`src/rtl/prim_ram_1p_arb_if.sv`:
```
`default_nettype none
// ---------------------------------------------------------------------------
// prim_ram_1p_arb_if : requester-side and RAM-side bus of the 1-port RAM arbiter
// Rev 1.0 - initial release
// ---------------------------------------------------------------------------
interface prim_ram_1p_arb_if #(
    parameter int Width = 32,
    parameter int Depth = 2048
);
    localparam int Aw = $clog2(Depth);

    logic [1:0]         req_i;
    logic [1:0]         gnt_o;
    logic [1:0]         write_i;
    logic [2*Aw-1:0]    addr_i;
    logic [2*Width-1:0] wdata_i;
    logic [2*Width-1:0] wmask_i;
    logic [1:0]         rvalid_o;
    logic [Width-1:0]   rdata_o;
`ifdef PRIM_RAM_1P_ARB_ADDR_CHECK_EN
    logic [1:0]         err_o;
`endif
    logic               ram_req_o;
    logic               ram_write_o;
    logic [Aw-1:0]      ram_addr_o;
    logic [Width-1:0]   ram_wdata_o;
    logic [Width-1:0]   ram_wmask_o;
    logic               ram_rvalid_i;
    logic [Width-1:0]   ram_rdata_i;

    modport slave (
        input  req_i, write_i, addr_i, wdata_i, wmask_i, ram_rvalid_i, ram_rdata_i,
        output gnt_o, rvalid_o, rdata_o,
`ifdef PRIM_RAM_1P_ARB_ADDR_CHECK_EN
        output err_o,
`endif
        output ram_req_o, ram_write_o, ram_addr_o, ram_wdata_o, ram_wmask_o
    );

    modport master (
        output req_i, write_i, addr_i, wdata_i, wmask_i, ram_rvalid_i, ram_rdata_i,
        input  gnt_o, rvalid_o, rdata_o,
`ifdef PRIM_RAM_1P_ARB_ADDR_CHECK_EN
        input  err_o,
`endif
        input  ram_req_o, ram_write_o, ram_addr_o, ram_wdata_o, ram_wmask_o
    );
endinterface
`default_nettype wire

```
`src/rtl/prim_ram_1p_arb.sv`:
```
`default_nettype none
// ---------------------------------------------------------------------------
// prim_ram_1p_arb : round-robin two-requester arbiter in front of a 1-port RAM
// Optional macro PRIM_RAM_1P_ARB_ADDR_CHECK_EN adds out-of-range checking (err_o).
// Rev 1.0 - initial release
// ---------------------------------------------------------------------------
module prim_ram_1p_arb #(
    parameter int Width           = 32,
    parameter int Depth           = 2048,
    parameter int DataBitsPerMask = 8
) (
    input  wire logic            clk_i,
    input  wire logic            rst_i,
    prim_ram_1p_arb_if.slave     bus
);
    localparam int Aw = $clog2(Depth);

    typedef enum logic {
        REQ_A = 1'b0,
        REQ_B = 1'b1
    } req_idx_e;

    // Mask granularity belongs to the RAM; only its consistency is checked here.
    if (DataBitsPerMask < 1 || (Width % DataBitsPerMask) != 0) begin : g_bad_mask_cfg
        $error("prim_ram_1p_arb: Width must be a multiple of DataBitsPerMask");
    end

    req_idx_e         r_prio_q;
    req_idx_e         r_owner_q;
    logic             r_pend_q;

    logic [1:0]       w_gnt;
    logic             w_any;
    logic             w_sel;
    logic             w_write;
    logic [Aw-1:0]    w_addr;
    logic [Width-1:0] w_wdata;
    logic [Width-1:0] w_wmask;
    logic             w_ram_req;
    logic             w_rd_issue;
    logic [1:0]       w_own;

    // Grant is gated by reset so nothing leaks out while rst_i is high.
    always_comb begin
        w_gnt = 2'b00;
        if (!rst_i) begin
            if (bus.req_i == 2'b11) begin
                w_gnt = (r_prio_q == REQ_B) ? 2'b10 : 2'b01;
            end else begin
                w_gnt = bus.req_i;
            end
        end
    end

    assign w_any = |w_gnt;
    assign w_sel = w_gnt[1];

    always_comb begin
        w_write = 1'b0;
        w_addr  = '0;
        w_wdata = '0;
        w_wmask = '0;
        if (w_any) begin
            w_write = bus.write_i[w_sel];
            w_addr  = w_sel ? bus.addr_i[2*Aw-1:Aw]          : bus.addr_i[Aw-1:0];
            w_wdata = w_sel ? bus.wdata_i[2*Width-1:Width]   : bus.wdata_i[Width-1:0];
            w_wmask = w_sel ? bus.wmask_i[2*Width-1:Width]   : bus.wmask_i[Width-1:0];
        end
    end

    assign w_rd_issue = w_any & ~w_write;
    assign w_own      = {r_owner_q == REQ_B, r_owner_q == REQ_A};

    always_ff @(posedge clk_i or posedge rst_i) begin
        if (rst_i) begin
            r_prio_q  <= REQ_A;
            r_owner_q <= REQ_A;
            r_pend_q  <= 1'b0;
        end else begin
            r_pend_q <= w_rd_issue;
            if (w_rd_issue) begin
                r_owner_q <= req_idx_e'(w_sel);
            end
            // Priority only moves on contention, to the loser of this cycle.
            if (bus.req_i == 2'b11) begin
                r_prio_q <= w_sel ? REQ_A : REQ_B;
            end
        end
    end

`ifdef PRIM_RAM_1P_ARB_ADDR_CHECK_EN
    logic       w_oob;
    logic       r_oob_q;
    logic [1:0] r_err_q;

    assign w_oob     = w_any && ({1'b0, w_addr} >= (Aw+1)'(Depth));
    assign w_ram_req = w_any & ~w_oob;

    always_ff @(posedge clk_i or posedge rst_i) begin
        if (rst_i) begin
            r_oob_q <= 1'b0;
            r_err_q <= 2'b00;
        end else begin
            r_oob_q <= w_oob & ~w_write;
            r_err_q <= w_oob ? w_gnt : 2'b00;
        end
    end

    // An out-of-range read never reaches the RAM, so it completes locally with zero data.
    assign bus.rvalid_o = (r_pend_q & (r_oob_q | bus.ram_rvalid_i)) ? w_own : 2'b00;
    assign bus.rdata_o  = r_oob_q ? '0 : bus.ram_rdata_i;
    assign bus.err_o    = r_err_q;
`else
    assign w_ram_req    = w_any;
    assign bus.rvalid_o = (r_pend_q & bus.ram_rvalid_i) ? w_own : 2'b00;
    assign bus.rdata_o  = bus.ram_rdata_i;
`endif

    assign bus.gnt_o       = w_gnt;
    assign bus.ram_req_o   = w_ram_req;
    assign bus.ram_write_o = w_write;
    assign bus.ram_addr_o  = w_addr;
    assign bus.ram_wdata_o = w_wdata;
    assign bus.ram_wmask_o = w_wmask;

endmodule
`default_nettype wire

```
`src/flat_wrapper.sv`:
```
// flat-port wrapper written by rule: the top's interface ports become plain ports
module prim_ram_1p_arb_flat 
#(
    parameter int Width           = 32,
    parameter int Depth           = 2048,
    parameter int DataBitsPerMask = 8
)
  (clk_i, rst_i, bus_req_i, bus_write_i, bus_addr_i, bus_wdata_i, bus_wmask_i, bus_ram_rvalid_i, bus_ram_rdata_i, bus_gnt_o, bus_rvalid_o, bus_rdata_o, bus_ram_req_o, bus_ram_write_o, bus_ram_addr_o, bus_ram_wdata_o, bus_ram_wmask_o);
  prim_ram_1p_arb_if #(.Width(Width), .Depth(Depth)) bus_i ();
  input  wire logic clk_i;
  input  wire logic rst_i;
  input wire logic [$bits(bus_i.req_i)-1:0] bus_req_i;
  input wire logic [$bits(bus_i.write_i)-1:0] bus_write_i;
  input wire logic [$bits(bus_i.addr_i)-1:0] bus_addr_i;
  input wire logic [$bits(bus_i.wdata_i)-1:0] bus_wdata_i;
  input wire logic [$bits(bus_i.wmask_i)-1:0] bus_wmask_i;
  input wire logic [$bits(bus_i.ram_rvalid_i)-1:0] bus_ram_rvalid_i;
  input wire logic [$bits(bus_i.ram_rdata_i)-1:0] bus_ram_rdata_i;
  output wire logic [$bits(bus_i.gnt_o)-1:0] bus_gnt_o;
  output wire logic [$bits(bus_i.rvalid_o)-1:0] bus_rvalid_o;
  output wire logic [$bits(bus_i.rdata_o)-1:0] bus_rdata_o;
  output wire logic [$bits(bus_i.ram_req_o)-1:0] bus_ram_req_o;
  output wire logic [$bits(bus_i.ram_write_o)-1:0] bus_ram_write_o;
  output wire logic [$bits(bus_i.ram_addr_o)-1:0] bus_ram_addr_o;
  output wire logic [$bits(bus_i.ram_wdata_o)-1:0] bus_ram_wdata_o;
  output wire logic [$bits(bus_i.ram_wmask_o)-1:0] bus_ram_wmask_o;
  assign bus_i.req_i = bus_req_i;
  assign bus_i.write_i = bus_write_i;
  assign bus_i.addr_i = bus_addr_i;
  assign bus_i.wdata_i = bus_wdata_i;
  assign bus_i.wmask_i = bus_wmask_i;
  assign bus_i.ram_rvalid_i = bus_ram_rvalid_i;
  assign bus_i.ram_rdata_i = bus_ram_rdata_i;
  assign bus_gnt_o = bus_i.gnt_o;
  assign bus_rvalid_o = bus_i.rvalid_o;
  assign bus_rdata_o = bus_i.rdata_o;
  assign bus_ram_req_o = bus_i.ram_req_o;
  assign bus_ram_write_o = bus_i.ram_write_o;
  assign bus_ram_addr_o = bus_i.ram_addr_o;
  assign bus_ram_wdata_o = bus_i.ram_wdata_o;
  assign bus_ram_wmask_o = bus_i.ram_wmask_o;
  prim_ram_1p_arb #(.Width(Width), .Depth(Depth), .DataBitsPerMask(DataBitsPerMask)) u_core (.clk_i(clk_i), .rst_i(rst_i), .bus(bus_i));
endmodule
```
`config.mk`:
```
export PLATFORM = sky130hd
export DESIGN_NAME = prim_ram_1p_arb_flat
export DESIGN_NICKNAME = d
export VERILOG_FILES = /design/src/rtl/prim_ram_1p_arb_if.sv /design/src/rtl/prim_ram_1p_arb.sv /design/src/flat_wrapper.sv
export SDC_FILE = /design/constraint.sdc
export NUM_CORES = 1
export LEC_CHECK = 0
export BUFFER_PORTS_ARGS = -buffer_cell sky130_fd_sc_hd__buf_2
export CAP_MARGIN = 20
export CORE_AREA = 2 2 117 119
export DETAILED_ROUTE_END_ITERATION = 10
export DIE_AREA = 0 0 119 121
export PLACE_DENSITY = 0.43
export SLEW_MARGIN = 20
export SYNTH_ARGS = -nofsm -noshare
export SYNTH_HDL_FRONTEND = slang
export SYNTH_SLANG_ARGS = --single-unit
```
`constraint.sdc`:
```
create_clock -name clk_i -period 1.45 [get_ports clk_i]
set_input_delay 0.0725 -clock clk_i [delete_from_list [all_inputs] [get_ports clk_i]]
set_output_delay 0.0725 -clock clk_i [all_outputs]
set_load 0.05 [all_outputs]
```
==> impl_results.md <==
* Final-report max-slew violation count at 0
* Setup slack of the most critical reg-to-reg path at 0.12 ns
* Finished layout cell area at 5260 µm²
* Data required time at the worst endpoint at 1.38 ns
* Total wirelength of the detailed-routed design at 12500 µm
* Largest net degree at the start of global routing at 59
* Largest family of logic cells by synthesized area: compound AO/OA/AOI/OAI gates
* Class of the most critical hold timing path: in2reg
* Number of storage elements in the synthesis netlist at 3
* Worst Reg-to-Reg Cells at 4
* Placer congestion estimate at 0.786
* XOR/XNOR share of the synthesized area at 0%
* Count of different cell masters after synthesis at 21
* Critical Path Start Type: flop
* Instance area after placement at 3820 µm²
* Overall Power at 3.50 mW
* Tightest hold margin at 0.0803 ns
* Violations in the final reports: setup timing
* Cell class contributing the biggest share of worst-path delay: buffers and inverters
* Vertical die dimension at between 100 and 150 µm
* Run status: finished, violations left
* Proportion of layout cells with a drive suffix above 1 at between 80% and 90%
* Cts bufs inserted at 3
* Share of synthesized cell area in and, or, nand and nor gates at ~25%
* Share of the synthesized area in the top cell type at 21.0%
* Final Skew at 0.00255 ns
* Maximum achievable frequency at a little under 600 MHz
* Starting Density at 14.0%
* Post-DRT Antenna Nets at 0
* Clock Sinks at 3
* Nets at roughly 700
* Worst vdd ir at 0.311 mV
* Detailed router's first-iteration violation count at 71
* Buffers from clock root to sink, at most at 2
* Drt first pass iters at 4
* Setup WS pre-CTS at -0.104 ns
* Crit path kind: reg2out
* Unrepaired setup endpoints after global routing: true
* Cell at the slowest stage of the critical path: dfrtp_1
* Arrival time at the worst endpoint at 1.63 ns
* Share of async-settable or async-resettable flops after synthesis at 100%
* Total count of hold-check failures in the final report at 0
* Startpoint of the worst-slack reg-to-reg timing path: u_core.r_prio_q
* Via count of the first global-routing pass at 3363
* Clock tree from TritonCTS: yes
* Post-route setup slack at -0.252 ns
* Global route overflow at 0
* Critical Path Max Stage Delay at 0.37 ns
* Wire length per cell after detailed routing at 17.6 µm
* Wire length of the first global-routing pass at 16800 µm
* Max FO, Critical Path at 8
* Clock transition at the registers of the reported paths at 0.03 ns
* Ports at 302
* Floorplan die width at ~120 µm
* Antenna Diode Count at 0
* Instance count along the most critical hold path at 2
* Mux contribution to synthesized area at 0%
* Period minus WS final at 1.70 ns
* Final period utilization at 117%
* Core utilization of the finished layout at 40.2%
* # DRC at 0
* Number of synthesis warnings at 0
* Area enclosed by the die boundary at about 14000 µm²
* Final number of setup-violating endpoints at 76
* Pwr per Cell Area at 666 nW/µm²
* Critical path capture point type: output port
* Initial antenna violation count at 0
* Per-instance average area after synthesis at 5.68 µm²
* Cell seen most often among critical-path stages: buf_6
* Max-cap check violation count at 0
* Portion of the post-synthesis area used by sequential elements at under 10%
* Top flip-flop cell by instance count after synthesis: dfrtp_1
* Start point of the worst min-delay path: bus_write_i[1]
* Via-to-Cell Ratio at 4.76
* Netlist area before placement at 1830 µm²
* R2r endpoint: u_core.r_pend_q
* Max transition margin at 74.3%
* Number of flops mapped to enable cells by yosys at 0
* Worst Max-Slew Pin Slew at 0.385 ns
* Port bufs at approximately 240
* Clock latency at the later pin of the worst-skew pair at between 0.2 and 0.25 ns
* Clk Tree Root Cell: clkbuf_16
* Area growth, synth to finish at 187%
* Placement Rows at 42
* Leakage power summed over all cells at 2.03 nW
* CTS H-Tree Depth at 1
* Tot GR Track Use at 14.2%
* Adder-Cell Fraction of Synth Area at 0%
* Count of vias placed by the detailed router at roughly 3400
* Cell chain of the critical path: and2b_4 > buf_6 > buf_8 > o21ai_1 > a21oi_4 > buf_6
* Area of the core region at 13100 µm²
* Complex-gate fraction of the synthesized area at 43.7%
* Leading cell types by count after synthesis: 77 x a21oi_1, 77 x nand3_1, 65 x o21ai_0, 40 x buf_4, 14 x buf_2
* Endpoint with the worst hold slack: u_core.r_owner_q
* Count of buffering cells on the critical path with inverters included at 3
* Layout fillers at roughly 1300
* Area leader, netlist: a21oi_1
* Synthesized instance count at 323
* Cell types with the largest area share after synthesis: a21oi_1 21%, nand3_1 21%, o21ai_0 18%
* Post-DP HPWL at 7890 µm
* Syn_nets at 512
-- where the power goes --
group	switching [mW]	leakage (nW)	total (mW)	internal (mW)
Sequential	0.00849	0.0361	0.110	0.102
Combinational	1.71	1.95	2.96	1.24
Clock	0.0742	0.0382	0.437	0.363
-- metrics by stage --
step           setup TNS, ns  instances
2_1_floorplan        -0.0955        323
3_3_place_gp           -2.79        679
3_5_place_dp           -4.55        679
4_1_cts               -14.07        689
5_1_grt               -21.28        707
6_report              -16.65        707
-- state kept, by name, summed over array words and instances, names as in the netlist --
signal            flops
u_core.r_pend_q       1
u_core.r_owner_q      1
u_core.r_prio_q       1
-- cells in the final DEF (no fill, tap or decap), drive strengths merged --
cell and instances:
buf 270, a22o 1, o21bai 1, nand3 77
and3 1, clkbuf 10, dfrtp 3, a21oi 77
inv 3, nand2 1, and2b 2, a211oi 1
dlygate4sd3 1, nor2 3, o32ai 1, nand2b 3
o21ai 76
-- worst max-delay path by stage --
stage / cells past startpoint / slack (ns) / end / startpoint
floorplan: 5 / -0.1 / bus_ram_wmask_o[14] / u_core.r_prio_q
global placement: 5 / -0.07 / bus_ram_wdata_o[25] / u_core.r_prio_q
detailed placement: 5 / -0.10 / bus_ram_wdata_o[28] / u_core.r_prio_q
CTS: 5 / -0.25 / bus_ram_wmask_o[6] / u_core.r_prio_q
global route: 6 / -0.31 / bus_ram_addr_o[10] / u_core.r_prio_q
finish: 6 / -0.25 / bus_ram_wdata_o[13] / u_core.r_prio_q
-- final cells by class --
type	instances	area [µm²]	area share, %
clock buffer	4	78.8	1.50
tap	176	220	4.19
multi-input combinational	244	2510	47.7
timing repair buffer	277	2370	45.0
sequential	3	75.1	1.43
inverter	3	11.3	0.214
-- layer usage --
layer,global-route usage [%],part of all wire (%)
met5,0,0
met4,4.02,2.3
met3,2.58,6.2
met2,27.5,53
met1,15.7,39
-- kinds of logic after synthesis --
| kind of cell | count (synthesis) |
|---|---|
| buffers and inverters | 76 |
| flip-flops | 3 |
| AO/OA/AOI/OAI | 157 |
| AND/OR/NAND/NOR | 87 |
-- repair_timing --
| item | CTS | global route |
|---|---|---|
| pin swaps | 2 | 52 |
| hold endpoints to repair | 3 | 0 |
| setup endpoints to repair | 76 | 77 |
| resized for setup | 203 | 126 |
| buffers inserted | 3 | 9 |
| gates cloned | 2 | 9 |
| hold buffers | 1 | 0 |
Note: power is estimated with default switching activity, not from simulation.
